`config.mk`:
```
export PLATFORM = sky130hd
export DESIGN_NAME = multicycle_control_fsm
export DESIGN_NICKNAME = d
export VERILOG_FILES = /design/src/rtl/riscv_ctrl_pkg.sv /design/src/rtl/mem_wait_timer.sv /design/src/rtl/multicycle_control_fsm.sv
export SDC_FILE = /design/constraint.sdc
export NUM_CORES = 1
export LEC_CHECK = 0
export ABC_AREA = 1
export CAP_MARGIN = 30
export CELL_PAD_IN_SITES_DETAIL_PLACEMENT = 1
export CELL_PAD_IN_SITES_GLOBAL_PLACEMENT = 1
export CORE_MARGIN = 4
export CORE_UTILIZATION = 27
export DETAILED_ROUTE_END_ITERATION = 8
export PLACE_DENSITY_LB_ADDON = 0.3
export SLEW_MARGIN = 10
export SYNTH_ARGS = -nofsm -noshare
export SYNTH_HDL_FRONTEND = slang
export SYNTH_SLANG_ARGS = --single-unit
```
`constraint.sdc`:
```
create_clock -name clk -period 1.4 [get_ports clk]
set_input_delay 0.14 -clock clk [delete_from_list [all_inputs] [get_ports clk]]
set_output_delay 0.14 -clock clk [all_outputs]
set_load 0.05 [all_outputs]
```
`src/rtl/riscv_ctrl_pkg.sv`:
```
// Shared types and encodings for the multicycle RISC-V control sequencer.
package riscv_ctrl_pkg;

  typedef enum logic [3:0] {
    S_FETCH  = 4'd0,
    S_DECODE = 4'd1,
    S_MEMADR = 4'd2,
    S_MEMRD  = 4'd3,
    S_MEMWB  = 4'd4,
    S_MEMWR  = 4'd5,
    S_EXEC_R = 4'd6,
    S_ALUWB  = 4'd7,
    S_BEQ    = 4'd8
  } state_t;

  localparam logic [6:0] OP_R   = 7'b0110011;
  localparam logic [6:0] OP_LW  = 7'b0000011;
  localparam logic [6:0] OP_SW  = 7'b0100011;
  localparam logic [6:0] OP_BEQ = 7'b1100011;

  localparam logic [1:0] SRCA_PC    = 2'b00;
  localparam logic [1:0] SRCA_OLDPC = 2'b01;
  localparam logic [1:0] SRCA_RS1   = 2'b10;

  localparam logic [1:0] SRCB_RS2  = 2'b00;
  localparam logic [1:0] SRCB_IMM  = 2'b01;
  localparam logic [1:0] SRCB_FOUR = 2'b10;

  localparam logic [1:0] ALUOP_ADD   = 2'b00;
  localparam logic [1:0] ALUOP_SUB   = 2'b01;
  localparam logic [1:0] ALUOP_FUNCT = 2'b10;

  localparam logic [1:0] RES_ALUOUT  = 2'b00;
  localparam logic [1:0] RES_MEMDATA = 2'b01;
  localparam logic [1:0] RES_ALU     = 2'b10;

  // States that hold a memory request open and may wait on mem_ready.
  function automatic logic is_wait_state(input state_t s);
    return (s == S_FETCH) || (s == S_MEMRD) || (s == S_MEMWR);
  endfunction

endpackage

```
`src/rtl/mem_wait_timer.sv`:
```
// Bounded-wait counter for memory handshake states; flags the last allowed cycle.
module mem_wait_timer #(
  parameter int TIMEOUT_CYCLES = 16,
  parameter int CNT_W          = $clog2(TIMEOUT_CYCLES)
) (
  input  logic clk,
  input  logic reset,
  input  logic clear,
  input  logic inc,
  output logic expired
);

  logic [CNT_W-1:0] cnt_q;
  logic [CNT_W-1:0] cnt_d;

  // Next count: clear has priority over increment.
  always_comb begin
    cnt_d = cnt_q;
    if (clear) begin
      cnt_d = '0;
    end else if (inc) begin
      cnt_d = cnt_q + CNT_W'(1);
    end else begin
      cnt_d = cnt_q;
    end
  end

  // Count register.
  always_ff @(posedge clk or posedge reset) begin
    if (reset) begin
      cnt_q <= '0;
    end else begin
      cnt_q <= cnt_d;
    end
  end

  assign expired = (cnt_q == CNT_W'(TIMEOUT_CYCLES - 1));

endmodule

```
`src/rtl/multicycle_control_fsm.sv`:
```
// Multicycle sequencer for a single-ALU, single-memory RISC-V datapath (R-type, lw, sw, beq).
module multicycle_control_fsm
  import riscv_ctrl_pkg::*;
#(
  parameter  int TIMEOUT_CYCLES = 16,
  localparam int CNT_W          = $clog2(TIMEOUT_CYCLES)
) (
  input  logic       clk,
  input  logic       reset,
  input  logic [6:0] OPCode,
  input  logic       Zero,
  input  logic       mem_ready,
  output logic       PCWrite,
  output logic       AdrSrc,
  output logic       IRWrite,
  output logic       MemRead,
  output logic       MemWrite,
  output logic       RegWrite,
  output logic [1:0] ALUSrcA,
  output logic [1:0] ALUSrcB,
  output logic [1:0] ALUOp,
  output logic [1:0] ResultSrc,
  output logic       Branch,
  output logic       instr_done,
  output logic       illegal_op,
  output logic       mem_timeout
);

  state_t state_q;
  state_t state_d;
  logic   waiting_s;
  logic   expired_s;
  logic   tmr_clear_s;
  logic   tmr_inc_s;

  // Next-state and output decode; reset forces every strobe and select low.
  always_comb begin
    state_d     = state_q;
    PCWrite     = 1'b0;
    AdrSrc      = 1'b0;
    IRWrite     = 1'b0;
    MemRead     = 1'b0;
    MemWrite    = 1'b0;
    RegWrite    = 1'b0;
    ALUSrcA     = SRCA_PC;
    ALUSrcB     = SRCB_RS2;
    ALUOp       = ALUOP_ADD;
    ResultSrc   = RES_ALUOUT;
    Branch      = 1'b0;
    instr_done  = 1'b0;
    illegal_op  = 1'b0;
    mem_timeout = 1'b0;
    if (reset) begin
      state_d = S_FETCH;
    end else begin
      case (state_q)
        S_FETCH: begin
          MemRead   = 1'b1;
          ALUSrcA   = SRCA_PC;
          ALUSrcB   = SRCB_FOUR;
          ResultSrc = RES_ALU;
          if (mem_ready) begin
            IRWrite = 1'b1;
            PCWrite = 1'b1;
            state_d = S_DECODE;
          end else if (expired_s) begin
            mem_timeout = 1'b1;   // retry fetch, PC untouched
            state_d     = S_FETCH;
          end else begin
            state_d = S_FETCH;
          end
        end
        S_DECODE: begin
          ALUSrcA = SRCA_OLDPC;   // branch target lands in ALUOut
          ALUSrcB = SRCB_IMM;
          case (OPCode)
            OP_LW, OP_SW: state_d = S_MEMADR;
            OP_R:         state_d = S_EXEC_R;
            OP_BEQ:       state_d = S_BEQ;
            default: begin
              illegal_op = 1'b1;
              state_d    = S_FETCH;
            end
          endcase
        end
        S_MEMADR: begin
          ALUSrcA = SRCA_RS1;
          ALUSrcB = SRCB_IMM;
          case (OPCode)
            OP_LW:   state_d = S_MEMRD;
            OP_SW:   state_d = S_MEMWR;
            default: state_d = S_FETCH;
          endcase
        end
        S_MEMRD: begin
          MemRead = 1'b1;
          AdrSrc  = 1'b1;
          if (mem_ready) begin
            state_d = S_MEMWB;
          end else if (expired_s) begin
            mem_timeout = 1'b1;   // abandon the load
            state_d     = S_FETCH;
          end else begin
            state_d = S_MEMRD;
          end
        end
        S_MEMWB: begin
          RegWrite   = 1'b1;
          ResultSrc  = RES_MEMDATA;
          instr_done = 1'b1;
          state_d    = S_FETCH;
        end
        S_MEMWR: begin
          MemWrite = 1'b1;
          AdrSrc   = 1'b1;
          if (mem_ready) begin
            instr_done = 1'b1;
            state_d    = S_FETCH;
          end else if (expired_s) begin
            mem_timeout = 1'b1;   // abandon the store
            state_d     = S_FETCH;
          end else begin
            state_d = S_MEMWR;
          end
        end
        S_EXEC_R: begin
          ALUSrcA = SRCA_RS1;
          ALUSrcB = SRCB_RS2;
          ALUOp   = ALUOP_FUNCT;
          state_d = S_ALUWB;
        end
        S_ALUWB: begin
          RegWrite   = 1'b1;
          ResultSrc  = RES_ALUOUT;
          instr_done = 1'b1;
          state_d    = S_FETCH;
        end
        S_BEQ: begin
          ALUSrcA    = SRCA_RS1;
          ALUSrcB    = SRCB_RS2;
          ALUOp      = ALUOP_SUB;
          Branch     = 1'b1;
          ResultSrc  = RES_ALUOUT;
          PCWrite    = Zero;
          instr_done = 1'b1;
          state_d    = S_FETCH;
        end
        default: state_d = S_FETCH;
      endcase
    end
  end

  // Timer control: count only while stalled in a memory state; any exit or handshake clears it.
  always_comb begin
    waiting_s   = is_wait_state(state_q) && !reset;
    tmr_inc_s   = waiting_s && !mem_ready && !expired_s;
    tmr_clear_s = !tmr_inc_s;
  end

  // State register.
  always_ff @(posedge clk or posedge reset) begin
    if (reset) begin
      state_q <= S_FETCH;
    end else begin
      state_q <= state_d;
    end
  end

  mem_wait_timer #(
    .TIMEOUT_CYCLES (TIMEOUT_CYCLES),
    .CNT_W          (CNT_W)
  ) u_wait_timer (
    .clk     (clk),
    .reset   (reset),
    .clear   (tmr_clear_s),
    .inc     (tmr_inc_s),
    .expired (expired_s)
  );

endmodule

```
==> results_dict.tcl <==
set metrics [dict create \
    status "complete, but fails checks" \
    violations "setup timing" \
    synthesis.nets 133 \
    worst_slack_ns -0.4453 \
    r2r-start "state_q[1]$_DFF_PP0_" \
    hold_viol 0 \
    grt_pass1_vias 1122 \
    power_switching_uw 274.2 \
    dieArea_um2 3528 \
    sw_frac_of_total_pct 35.82 \
    yosys_warnings 0 \
    grt_usage_pct 23.36 \
    pwr-share-seq_pct 31.6 \
    start_util_pct 28.53 \
    period_needed_ns 1.845 \
    slowest_delay_ns 0.45 \
    syn_inst 121 \
    grt_overflow_total 0 \
    place_hpwl_um 2442 \
    irDropWorstVdd_uv 510.8 \
    endpoint_kind "output port" \
    area_delta_synth_final_pct 148.9 \
    reg2reg_to "state_q[0]$_DFF_PP0_" \
    core_area_um2 2500 \
    critPathBufInv 2 \
    met1_usage_pct 26.40 \
    cpMaxStageDelayCell "dfrtp_2" \
    cp_top_family "flip-flops" \
    use_met2_pct 43.84 \
    synth-seq-cells 8 \
    grt_pass1_wl_um 5871 \
    clk_pin_slew_ns 0.06 \
    ctsHtreeMaxLevel 1 \
    antenna_found_initial 0 \
    critical_path_arrival_ns 1.71 \
    maxSlewHeadroom_pct 71.80 \
    total_power_uw 765.4 \
    dr.pass1.iters 4 \
    combinationalPowerShare_pct 44.6 \
    post-route-period-util_pct 131.8 \
    crit_path_start_kind "flop" \
    final_nets 198 \
    crit_start "state_q[3]$_DFF_PP0_" \
    via_per_inst 5.093 \
    p_per_area_nw_per_um2 431.1 \
    fin_skew_ns 0.01109 \
    crit_chain "buf_4 -> nor2_4 -> nand2_2 -> a21oi_4 -> nor2_4 -> nor3_4 -> buf_12" \
    slew_viol_final 0 \
    reg2reg_depth 9 \
    p_leak_uw 0.0008440 \
    antenna_cells 0 \
    worstPathMaxFanout 4 \
    synth_cell_types 20 \
    die_w_um 59.40 \
    critPathKind "flop to output port" \
    hold_class "primary input to asynchronous set/reset pin" \
    gp_congestion 0.8566 \
    max_cap_viol_count 0 \
    p_clk_share_pct 23.8 \
    dp.cells 194 \
    grt_max_degree 11 \
    r2r_slack_ns -0.11 \
    cts.sinks 8 \
    seqCellArea_um2 205.2 \
    holdBufCountCts 0 \
    dieHeight_um 59.40 \
    globalRouteMet3Util_pct 4.575 \
    tightest_slew_ns 0.4230 \
    avgSynthCellArea_um2 5.894 \
    row_count 18 \
    portBuffers 28 \
    io_pins 29 \
    cp.required_ns 1.26 \
    layout-drive-gt1-share_pct 59.78 \
    clock-root-buffer "clkbuf_4" \
    drc 0 \
    wl_per_cell_um 22.07 \
    insertion_delay_ns 0.26 \
    cts_buffers 3 \
    max_freq_mhz 541.9 \
    rsz0062_at_grt "true" \
    setup_viol 26 \
    ys_seq_area_share_pct 28.07 \
    first_iter_violations 43 \
    drt_wl_total_um 4722 \
    cts_tree "built" \
    fill_cells 267 \
    top_usage_layer "met2" \
    ant_nets 0 \
    num_vias 1090 \
    layout.cells.non_filler 214 \
    crit_top_cell "nor2_4" \
    internal-power_uw 491.3 \
    syn_area_um2 713.2 \
    multiInputGateArea_um2 669.4 \
    clockBufferDepth 2 \
]
[per-stage QoR]
stage	instance area [um^2]	setup TNS (ns)	hold slack, ns	utilization [%]	worst slack [ns]
3_3_place_gp	1381	-1.860	0.4447	55.26	-0.1474
5_1_grt	1775	-7.806	0.2912	71.02	-0.5213
4_1_cts	1548	-4.232	0.2071	61.91	-0.3378
6_report	1775	-5.945	0.2955	71.02	-0.4453
3_5_place_dp	1381	-3.004	0.4604	55.26	-0.2283
2_1_floorplan	815.8	-0.9144	0.08861	-	-0.3243
[placed cells by master, fill, tap and decap left out]
cell type / instances
a21oi_1: 1
a21oi_4: 2
buf_12: 15
buf_4: 24
buf_6: 10
buf_8: 3
clkbuf_4: 3
clkdlybuf4s50_1: 9
clkinvlp_4: 2
dfrtp_1: 4
dfrtp_2: 4
dlygate4sd2_1: 1
ha_4: 1
inv_1: 15
inv_2: 7
inv_4: 1
nand2_1: 13
nand2_2: 8
nand2_4: 4
nand2_8: 1
nand3_1: 9
nand3_4: 3
nand4_1: 1
nor2_1: 18
nor2_2: 4
nor2_4: 13
nor3_4: 3
nor3b_2: 1
o21ai_1: 1
o21ai_4: 1
xnor2_1: 1
xor2_1: 1
[worst register-to-register path, delay by kind of cell (launching register included)]
kind                   cells  cell delay [ns]
buffers and inverters      4             0.52
DFF                        1             0.46
and+or+nand+nor            5             0.45
[registers in the layout, indices dropped and copies added, names as in the netlist]
name	count
u_wait_timer.cnt_q	4
state_q	4
[cell type report]
type / count / area share, %
Tap cell: 30 / 2.114
Timing Repair Buffer: 62 / 41.51
Clock buffer: 3 / 1.269
Sequential cell: 8 / 11.56
Multi-Input combinational cell: 86 / 37.70
Inverter: 25 / 5.849
[synth_stat cells (all sizes together)]
library cell | number | share of area (%)
nand4 | 1 | 0.88
o21ai | 2 | 1.9
xor2 | 1 | 1.2
nor3 | 3 | 2.8
nor2 | 35 | 19
buf | 2 | 2.6
inv | 25 | 13
xnor2 | 1 | 1.2
nor3b | 1 | 1.1
nand2 | 26 | 14
nand3 | 12 | 8.4
ha | 1 | 1.8
a21oi | 3 | 3.7
dfrtp | 8 | 28
[power by group through the flow]
stage	registers (uW)	clock network (uW)	logic, uW
6_report	242	182	341
3_5_place_dp	244	0	257
2_1_floorplan	243	0	122
5_1_grt	243	211	356
3_3_place_gp	243	0	249
4_1_cts	240	183	290
[per-layer routing]
layer | up-vias | wire [um]
met5 | - | 0
met4 | 0 | 237
met3 | 14 | 192
met2 | 42 | 2366
met1 | 545 | 1926
li1 | 489 | -
[worst max-delay path by stage]
| stage | depth (start not counted) | slack, ns | to |
|---|---|---|---|
| floorplan | 5 | -0.32 | mem_timeout |
| finish | 7 | -0.45 | mem_timeout |
| global route | 7 | -0.52 | mem_timeout |
| detailed placement | 6 | -0.23 | Branch |
| CTS | 7 | -0.34 | mem_timeout |
| global placement | 7 | -0.15 | mem_timeout |
[cell families (layout without fill, tap and decap cells)]
family,after synthesis,count (layout),synth area share [%]
AND/OR/NAND/NOR,78,78,46.32
buffers and inverters,27,90,15.79
flip-flops,8,8,28.07
AO/OA/AOI/OAI,5,5,5.614
XOR/XNOR,2,2,2.457
adder cells (fa/ha/maj),1,1,1.754
[what timing repair did]
item / CTS / global route
setup buffers: 8 / 10
resized for setup: 26 / 42
endpoints found under the setup margin: 22 / 26
pin swaps: 2 / 18
Note: power is estimated with default switching activity, not from simulation.
